File: src/rtl/key_draw_engine.sv
// Pixel-drawing engine: clears the screen, draws a row of keys, then redraws only keys whose state changed.
// Optional build macro KEY_DRAW_BORDER_EN draws the right column and top row of each key in BORDER_COLOUR.
module key_draw_engine #(
    parameter int unsigned          SCREEN_W       = 160,
    parameter int unsigned          SCREEN_H       = 120,
    parameter int unsigned          X_W            = 8,
    parameter int unsigned          Y_W            = 7,
    parameter int unsigned          COLOUR_W       = 3,
    parameter int unsigned          NUM_KEYS       = 10,
    parameter int unsigned          KEY_WIDTH      = 16,
    parameter int unsigned          KEY_HEIGHT     = 40,
    parameter int unsigned          KEY_X0         = 0,
    parameter int unsigned          KEY_Y0         = 80,
    parameter logic [COLOUR_W-1:0]  BG_COLOUR      = 3'b000,
    parameter logic [COLOUR_W-1:0]  IDLE_COLOUR    = 3'b111,
    parameter logic [COLOUR_W-1:0]  PRESSED_COLOUR = 3'b100,
    parameter logic [COLOUR_W-1:0]  BORDER_COLOUR  = 3'b001
) (
    input  logic                clock,
    input  logic                resetn,
    input  logic [NUM_KEYS-1:0] keys,
    output logic [X_W-1:0]      x,
    output logic [Y_W-1:0]      y,
    output logic [COLOUR_W-1:0] colour,
    output logic                plot,
    output logic                busy
);

    localparam int unsigned KEY_IDX_W = (NUM_KEYS > 1) ? $clog2(NUM_KEYS) : 1;

    // Geometry must fit on screen and in the coordinate widths.
    if (KEY_X0 + NUM_KEYS * KEY_WIDTH > SCREEN_W) begin : g_bad_x
        $error("key row exceeds SCREEN_W");
    end
    if (KEY_Y0 + KEY_HEIGHT > SCREEN_H) begin : g_bad_y
        $error("key row exceeds SCREEN_H");
    end
    if (SCREEN_W > (1 << X_W) || SCREEN_H > (1 << Y_W)) begin : g_bad_w
        $error("coordinate widths too small for screen");
    end

    typedef enum logic [1:0] {
        S_CLEAR = 2'd0,
        S_SCAN  = 2'd1,
        S_DRAW  = 2'd2,
        S_IDLE  = 2'd3
    } state_t;

    state_t                state, state_next;

    logic [NUM_KEYS-1:0]   drawn, drawn_n;
    logic [NUM_KEYS-1:0]   pending, pending_n;
    logic [X_W-1:0]        dx, dx_n;
    logic [Y_W-1:0]        dy, dy_n;
    logic [KEY_IDX_W-1:0]  cur_key, cur_key_n;
    logic [COLOUR_W-1:0]   cur_col, cur_col_n;

    logic [X_W-1:0]        x_n;
    logic [Y_W-1:0]        y_n;
    logic [COLOUR_W-1:0]   colour_n;
    logic                  plot_n;
    logic                  busy_n;

    logic [NUM_KEYS-1:0]   pending_merge_c;
    logic [KEY_IDX_W-1:0]  sel_c;
    logic                  clear_last_c;
    logic                  draw_last_c;
    logic                  dx_key_end_c;
    logic [X_W-1:0]        key_x_c;
    logic                  border_hit_c;

    assign pending_merge_c = pending | (keys ^ drawn);
    assign clear_last_c    = (dx == X_W'(SCREEN_W - 1)) && (dy == Y_W'(SCREEN_H - 1));
    assign dx_key_end_c    = (dx == X_W'(KEY_WIDTH - 1));
    assign draw_last_c     = dx_key_end_c && (dy == Y_W'(KEY_HEIGHT - 1));
    assign key_x_c         = X_W'(KEY_X0) + X_W'(cur_key) * X_W'(KEY_WIDTH);

`ifdef KEY_DRAW_BORDER_EN
    assign border_hit_c = dx_key_end_c || (dy == '0);
`else
    assign border_hit_c = 1'b0;
`endif

    // Lowest-index pending key wins.
    always_comb begin : pick_lowest
        sel_c = '0;
        for (int i = int'(NUM_KEYS) - 1; i >= 0; i--) begin
            if (pending[i]) begin
                sel_c = KEY_IDX_W'(i);
            end
        end
    end

    always_ff @(posedge clock or negedge resetn) begin : state_reg
        if (!resetn) begin
            state <= S_CLEAR;
        end else begin
            state <= state_next;
        end
    end

    always_comb begin : next_state_logic
        state_next = state;
        unique case (state)
            S_CLEAR: if (clear_last_c) state_next = S_SCAN;
            S_SCAN:  state_next = (pending == '0) ? S_IDLE : S_DRAW;
            S_DRAW:  if (draw_last_c) state_next = S_SCAN;
            S_IDLE:  if (pending_merge_c != '0) state_next = S_SCAN;
            default: state_next = S_CLEAR;
        endcase
    end

    // Next values for the pixel outputs and the drawing datapath.
    always_comb begin : output_logic
        x_n       = x;
        y_n       = y;
        colour_n  = colour;
        plot_n    = 1'b0;
        busy_n    = (state_next != S_IDLE);
        dx_n      = dx;
        dy_n      = dy;
        pending_n = pending;
        drawn_n   = drawn;
        cur_key_n = cur_key;
        cur_col_n = cur_col;
        unique case (state)
            S_CLEAR: begin
                plot_n   = 1'b1;
                x_n      = dx;
                y_n      = dy;
                colour_n = BG_COLOUR;
                if (dx == X_W'(SCREEN_W - 1)) begin
                    dx_n = '0;
                    dy_n = dy + Y_W'(1);
                end else begin
                    dx_n = dx + X_W'(1);
                end
                if (clear_last_c) begin
                    dx_n      = '0;
                    dy_n      = '0;
                    pending_n = '1;
                    drawn_n   = '0;
                end
            end
            S_SCAN: begin
                pending_n = pending_merge_c;
                if (pending != '0) begin
                    pending_n[sel_c] = 1'b0;
                    drawn_n[sel_c]   = keys[sel_c];
                    cur_key_n        = sel_c;
                    cur_col_n        = keys[sel_c] ? PRESSED_COLOUR : IDLE_COLOUR;
                    dx_n             = '0;
                    dy_n             = '0;
                end
            end
            S_DRAW: begin
                plot_n    = 1'b1;
                x_n       = key_x_c + dx;
                y_n       = Y_W'(KEY_Y0) + dy;
                colour_n  = border_hit_c ? BORDER_COLOUR : cur_col;
                pending_n = pending_merge_c;
                if (dx_key_end_c) begin
                    dx_n = '0;
                    dy_n = dy + Y_W'(1);
                end else begin
                    dx_n = dx + X_W'(1);
                end
                if (draw_last_c) begin
                    dy_n = '0;
                end
            end
            S_IDLE: begin
                pending_n = pending_merge_c;
            end
            default: begin
                plot_n = 1'b0;
            end
        endcase
    end

    always_ff @(posedge clock or negedge resetn) begin : datapath_reg
        if (!resetn) begin
            x       <= '0;
            y       <= '0;
            colour  <= '0;
            plot    <= 1'b0;
            busy    <= 1'b1;
            dx      <= '0;
            dy      <= '0;
            pending <= '0;
            drawn   <= '0;
            cur_key <= '0;
            cur_col <= '0;
        end else begin
            x       <= x_n;
            y       <= y_n;
            colour  <= colour_n;
            plot    <= plot_n;
            busy    <= busy_n;
            dx      <= dx_n;
            dy      <= dy_n;
            pending <= pending_n;
            drawn   <= drawn_n;
            cur_key <= cur_key_n;
            cur_col <= cur_col_n;
        end
    end

endmodule

File: config.mk
export PLATFORM = sky130hd
export DESIGN_NAME = key_draw_engine
export DESIGN_NICKNAME = d
export VERILOG_FILES = /design/src/rtl/key_draw_engine.sv
export SDC_FILE = /design/constraint.sdc
export NUM_CORES = 1
export LEC_CHECK = 0
export ABC_AREA = 1
export BUFFER_PORTS_ARGS = -buffer_cell sky130_fd_sc_hd__buf_2
export CAP_MARGIN = 20
export CELL_PAD_IN_SITES_DETAIL_PLACEMENT = 0
export CELL_PAD_IN_SITES_GLOBAL_PLACEMENT = 1
export CORE_ASPECT_RATIO = 1.75
export CORE_MARGIN = 10
export CORE_UTILIZATION = 47
export CTS_CLUSTER_DIAMETER = 150
export DETAILED_ROUTE_END_ITERATION = 10
export PLACE_DENSITY = 0.85
export SYNTH_ARGS = -nofsm -noshare
export SYNTH_HDL_FRONTEND = slang
export SYNTH_SLANG_ARGS = --single-unit
export TNS_END_PERCENT = 30
File: constraint.sdc
create_clock -name clock -period 5.4 [get_ports clock]
set_input_delay 0.54 -clock clock [delete_from_list [all_inputs] [get_ports clock]]
set_output_delay 0.54 -clock clock [all_outputs]
set_load 0.05 [all_outputs]
Word level (Yosys, flattened, before mapping)
Cells that the tools add are included.
Widths: inputs -> output; s select.
{"block": "word_totals", "regBits": 64, "input_bits": 12, "out_inout_bits": 20, "word_cells": 92}
{"block": "classes", "addsub": 4, "order_cmp": 2, "eq_ne": 12, "mux": 42, "n_bitwise": 4, "n_reduce_logical": 16}
{"op": "$mux 10", "count": 4}
{"op": "$mux 4", "count": 10}
{"op": "$mux 7", "count": 5}
{"op": "$mux 8", "count": 4}
{"op": "$pmux 10 s3", "count": 1}
{"op": "$pmux 8 s3", "count": 1}
{"op": "$pmux 7 s3", "count": 1}
{"op": "$pmux 10 s2", "count": 1}
{"op": "$reduce_bool 10->1", "count": 2}
{"op": "$pmux 8 s2", "count": 1}
{"op": "$pmux 7 s2", "count": 1}
{"op": "$and 10x10->10", "count": 1}
{"op": "$bwmux 10", "count": 1}
{"op": "$logic_not 10->1", "count": 1}
{"op": "$not 10->10", "count": 1}
{"op": "$or 10x10->10", "count": 1}
{"op": "$xor 10x10->10", "count": 1}
{"op": "$add 8x1->8 const B", "count": 1}
{"op": "$add 8x8->8", "count": 1}
{"op": "$eq 8x4->1 const B", "count": 1}
{"op": "$eq 8x8->1 const B", "count": 1}
{"op": "$mux 2", "count": 4}
{"op": "$pmux 2 s4", "count": 1}
{"op": "$add 7x1->7 const B", "count": 1}
{"op": "21 further kinds", "count": 33}

Depth between registers and ports, before layout
{"block": "depth", "depth_word": 18, "depth_mapped": 18}

Worst setup path after synthesis
Ideal clock, no wire load.
{"block": "synth_timing", "path_type": "register to register", "startpoint": "reg dx[0]", "endpoint": "reg drawn[8]", "arrival_time_ns": 1.698, "slack_ns": 3.581, "path_stages_with_launch": 13, "path_buffers": 0, "period_less_slack_ns": 1.819, "path_cell_list": "dfrtp_1 > ha_1 > nand2_2 > nor2_4 > nand2_2 > nor3_4 > nand3_2 > nand2_4 > inv_4 > nor3b_4 > nand2_1 > nand2_1 > o21ai_1"}
{"block": "synth_via", "elab_chain_cells": 4}
{"item": "start: declaration", "line_no": "53", "source": "logic [X_W-1:0] dx, dx_n;"}
{"item": "start signal: assignment", "line_no": "200", "source": "dx <= dx_n;"}
{"item": "$eq 8x8->1", "line_no": "73", "source": "assign clear_last_c = (dx == X_W'(SCREEN_W - 1)) && (dy == Y_W'(SCREEN_H - 1));"}
{"item": "$logic_and 1x1->1", "line_no": "73"}
{"item": "$ne 2x2->1 (no line)"}
{"item": "$reduce_and 3->1 (no line)"}
{"item": "end signal: assignment", "line_no": "203", "source": "drawn <= drawn_n;"}
{"item": "end: declaration", "line_no": "51", "source": "logic [NUM_KEYS-1:0] drawn, drawn_n;"}
Every way passes these cells.
A chain may end at the register's enable or synchronous reset.

Worst setup path after layout
{"block": "layout_timing", "startpoint": "reg state[1]", "endpoint": "reg pending[0]"}
{"block": "layout_via", "elab_chain_cells": 3, "word_cells_on_any_way": 7}
{"item": "start: declaration", "line_no": "49", "source": "state_t state, state_next;"}
{"item": "start signal: assignment", "line_no": "98", "source": "state <= state_next;"}
{"item": "$eq 2x2->1", "line_no": "126", "source": "unique case (state)"}
{"item": "$reduce_or 2->1 (no line)"}
{"item": "$pmux 10 s3", "line_no": "126"}
{"item": "end signal: assignment", "line_no": "202", "source": "pending <= pending_n;"}
{"item": "end: declaration", "line_no": "52", "source": "logic [NUM_KEYS-1:0] pending, pending_n;"}
Several ways; a longest one is shown, not always the timed one.

==> impl_metrics.yaml <==
run_status:
  outcome: "complete, no violations"
global_route:
  maximum_number_of_pins_on_one_net_before_global_route_repair: 63
  gr-usage-met1_pct: 17.6
  global_route.peak_usage_layer: "met2"
  first_global_vias: 3394
  wire_length_of_the_first_global_routing_pass_microns: 16500
  gr-usage-met2_pct: 31.9
  grt_remaining_overflow: 0
  antenna_found_initial: 0
  groute.layer.met3.usage_pct: 3.39
  grt.total_usage_pct: 17.7
clock_network:
  cts-resized-gates: 0
  cts-buffers-inserted: 9
  tritoncts_num_sinks: 62
  clock_tree_from_tritoncts: "yes"
  cts.htree.levels: 3
  clk_path_buf_depth: 2
  clockRootBuffer: "clkbuf_16"
  cts.reportedPaths.clkPinSlew_ns: 0.05
  cts-hold-fix-buffers: 0
  clkLatencyLatePin_ns: 0.34
  post_cts_buffers: 0
floorplanning:
  design.die.area_sq_mm: 0.0119
  rows: 42
  core_region_area_sq_mm: 0.00757
  die_height_microns: 137
  design.portCount: 32
  die_x_microns: 86.7
  floorplan.initialDensity_pct: 48.3
timing:
  finalHoldViolations: 0
  final.setup_skew_ns: 0.00490
  setup_viol_count_final: 0
  whs_ns: 0.377
  timing.setup.tns_ns: 0
  final_period_minus_worst_setup_slack_ns: 2.41
  min_period_over_period_pct: 44.7
  max_freq_mhz: 414
  worst_slew_margin_rel_pct: 46.8
  grt_setup_unrepaired: "false"
  tightestPinTransition_ns: 0.799
  timing.final.max_slew_violations: 0
placement:
  finalWeightedCongestion: 0.939
  post_dp_area_sq_mm: 0.00390
  buffer_ports.inserted: 31
  dp.cells: 608
  post-dp-hpwl_microns: 7510
pwr:
  leakagePower_nw: 1.99
  pwr_density_cell_mw_per_mm2: 261
  power.ir.vdd_worst_uv: 138
worst_setup_path:
  timing.critical_path.cells: "inv_1 -> ha_1 -> nand2_1 -> nand2_2 -> nor2_1 -> nand2_1 -> a21oi_1 -> a21oi_1"
  worst_ep_arrival_time_ns: 2.62
  worstSetupStartpointType: "flip-flop"
  end_kind: "flip-flop"
  critPathRequiredTime_ns: 5.61
  timing.critical_path.max_delay_family: "simple AND/OR/NAND/NOR gates"
  slowest_cell_on_crit_path: "nor2_1"
  criticalPathCategory: "reg -> reg"
  cp_slowest_stage_delay_ns: 0.61
  crit_fanout: 17
  timing.critical_path.buf_inv: 1
synth:
  yosys.cell_types.count: 43
  yosysWarnings: 0
  async_flop_share_pct: 100
  synth_top_flop_cell: "dfrtp_1"
  synth-edff-count: 0
  netlist_top_cells_area: "dfrtp_1 (42%), nand2_1 (16%), inv_1 (6.7%)"
  synth_top_area_cell: "dfrtp_1"
  synth_sequential_area_ratio_pct: 42.4
  syn_area_per_cell_sq_um: 7.39
  synth_nets: 520
  synthDominantCellAreaShare_pct: 41.7
  post-synth-top-count-cell: "nand2_1"
  syn_area_sq_mm: 0.00366
  synth_common_cells: "nand2_1 (152), inv_1 (65), dfrtp_1 (61)"
  synth_instances: 495
  yosys_register_bits: 62
route:
  totalWireLength_microns: 9860
  detail_route.wl_per_cell_microns: 15.8
  drt_pre_antenna_iters: 4
  vias: 3316
  drt_drc_violations_left: 0
  routed_via_density: 5.31
  dr.first_iter.drc_count: 141
  route.antenna.remaining_nets: 0
final_layout:
  synthToLayoutAreaGrowth_pct: 15.5
  top_regs: "drawn (10), pending (10)"
  post_route_cells_drive_above_1_share_pct: 14.0
  antenna-diode-count: 0
  final.fill_count: 768
  postLayoutCoreUtil_pct: 55.8
  final_cells: 624
  layout.cell_area.non_filler_sq_mm: 0.00423
  final_nets: 556
flow_run:
  drv_cap: 0
hold_path:
  worst_hold_path_type: "in -> async"
cell families after synthesis:
group                    Yosys count  synth area share, %
buffers and inverters             79                 8.31
AO/OA/AOI/OAI                     65                 10.2
XOR/XNOR                           6                 1.44
AND/OR/NAND/NOR                  270                 33.0
adder cells (fa/ha/maj)           13                 4.65
flip-flops                        62                 42.4
placed cells by master, fill, tap and decap left out, types with 2 or more instances in the layout:
master and n:
nor2_2 3, inv_2 5, nor2_1 44, ha_1 12, nand3_1 29, dfrtp_1 61
nand3b_1 2, nand2_2 5, nor2_4 3, nor3b_1 3, nand4_1 7, nor3_1 13
inv_1 65, buf_2 31, o21ai_1 7, clkbuf_16 9, o211ai_1 4, buf_4 2
nor4_1 2, xor2_1 5, o21ai_0 30, clkbuf_8 4, a21oi_1 14, a211oi_1 2
nand3_2 2, nand2_1 152
power by group:
part	internal [mW]	switching, mW	total (mW)
Clock	0.408	0.208	0.615
Sequential	0.465	0.000000000000000396	0.465
Combinational	0.00570	0.0168	0.0225
Total	0.878	0.224	1.10
worst paths after layout:
check / slack (ns) / to / from / cells past startpoint
max in group asynchronous: 4.50 / pending[2] / resetn / 2
min in group clock: 0.47 / cur_col[2] / cur_col[2] / 2
setup reg to reg: 2.99 / pending[0] / state[1] / 8
hold / removal: 0.38 / colour[1] / resetn / 2
setup / recovery: 2.99 / pending[0] / state[1] / 8
hold reg to reg: 0.47 / cur_col[2] / cur_col[2] / 2
metrics by stage:
| stage | setup WS (ns) | power (mW) |
|---|---|---|
| after floorplan | 3.58 | 0.479 |
| after global placement | 2.99 | 0.496 |
| after detailed placement | 2.97 | 0.496 |
| after CTS | 2.98 | 1.11 |
| after global routing | 2.78 | 1.13 |
| final | 2.99 | 1.10 |
layer usage:
| layer | wire, microns | part of all wire (%) | vias up |
|---|---|---|---|
| met3 | 393 | 4.0 | 29 |
| li1 | - | - | 1652 |
| met4 | 486 | 4.9 | 0 |
| met1 | 3680 | 37 | 1553 |
| met5 | 0 | 0 | - |
| met2 | 5300 | 54 | 82 |
cell type report:
type	count	area, sq um	share of cell area, %
sequential	62	1550	36.7
multi-input combinational	354	1800	42.6
clock inverter	2	37.5	0.888
tap	88	110	2.61
timing repair buffer	33	170	4.03
inverter	71	269	6.37
clock buffer	14	284	6.72
Note: power is estimated with default switching activity, not from simulation.
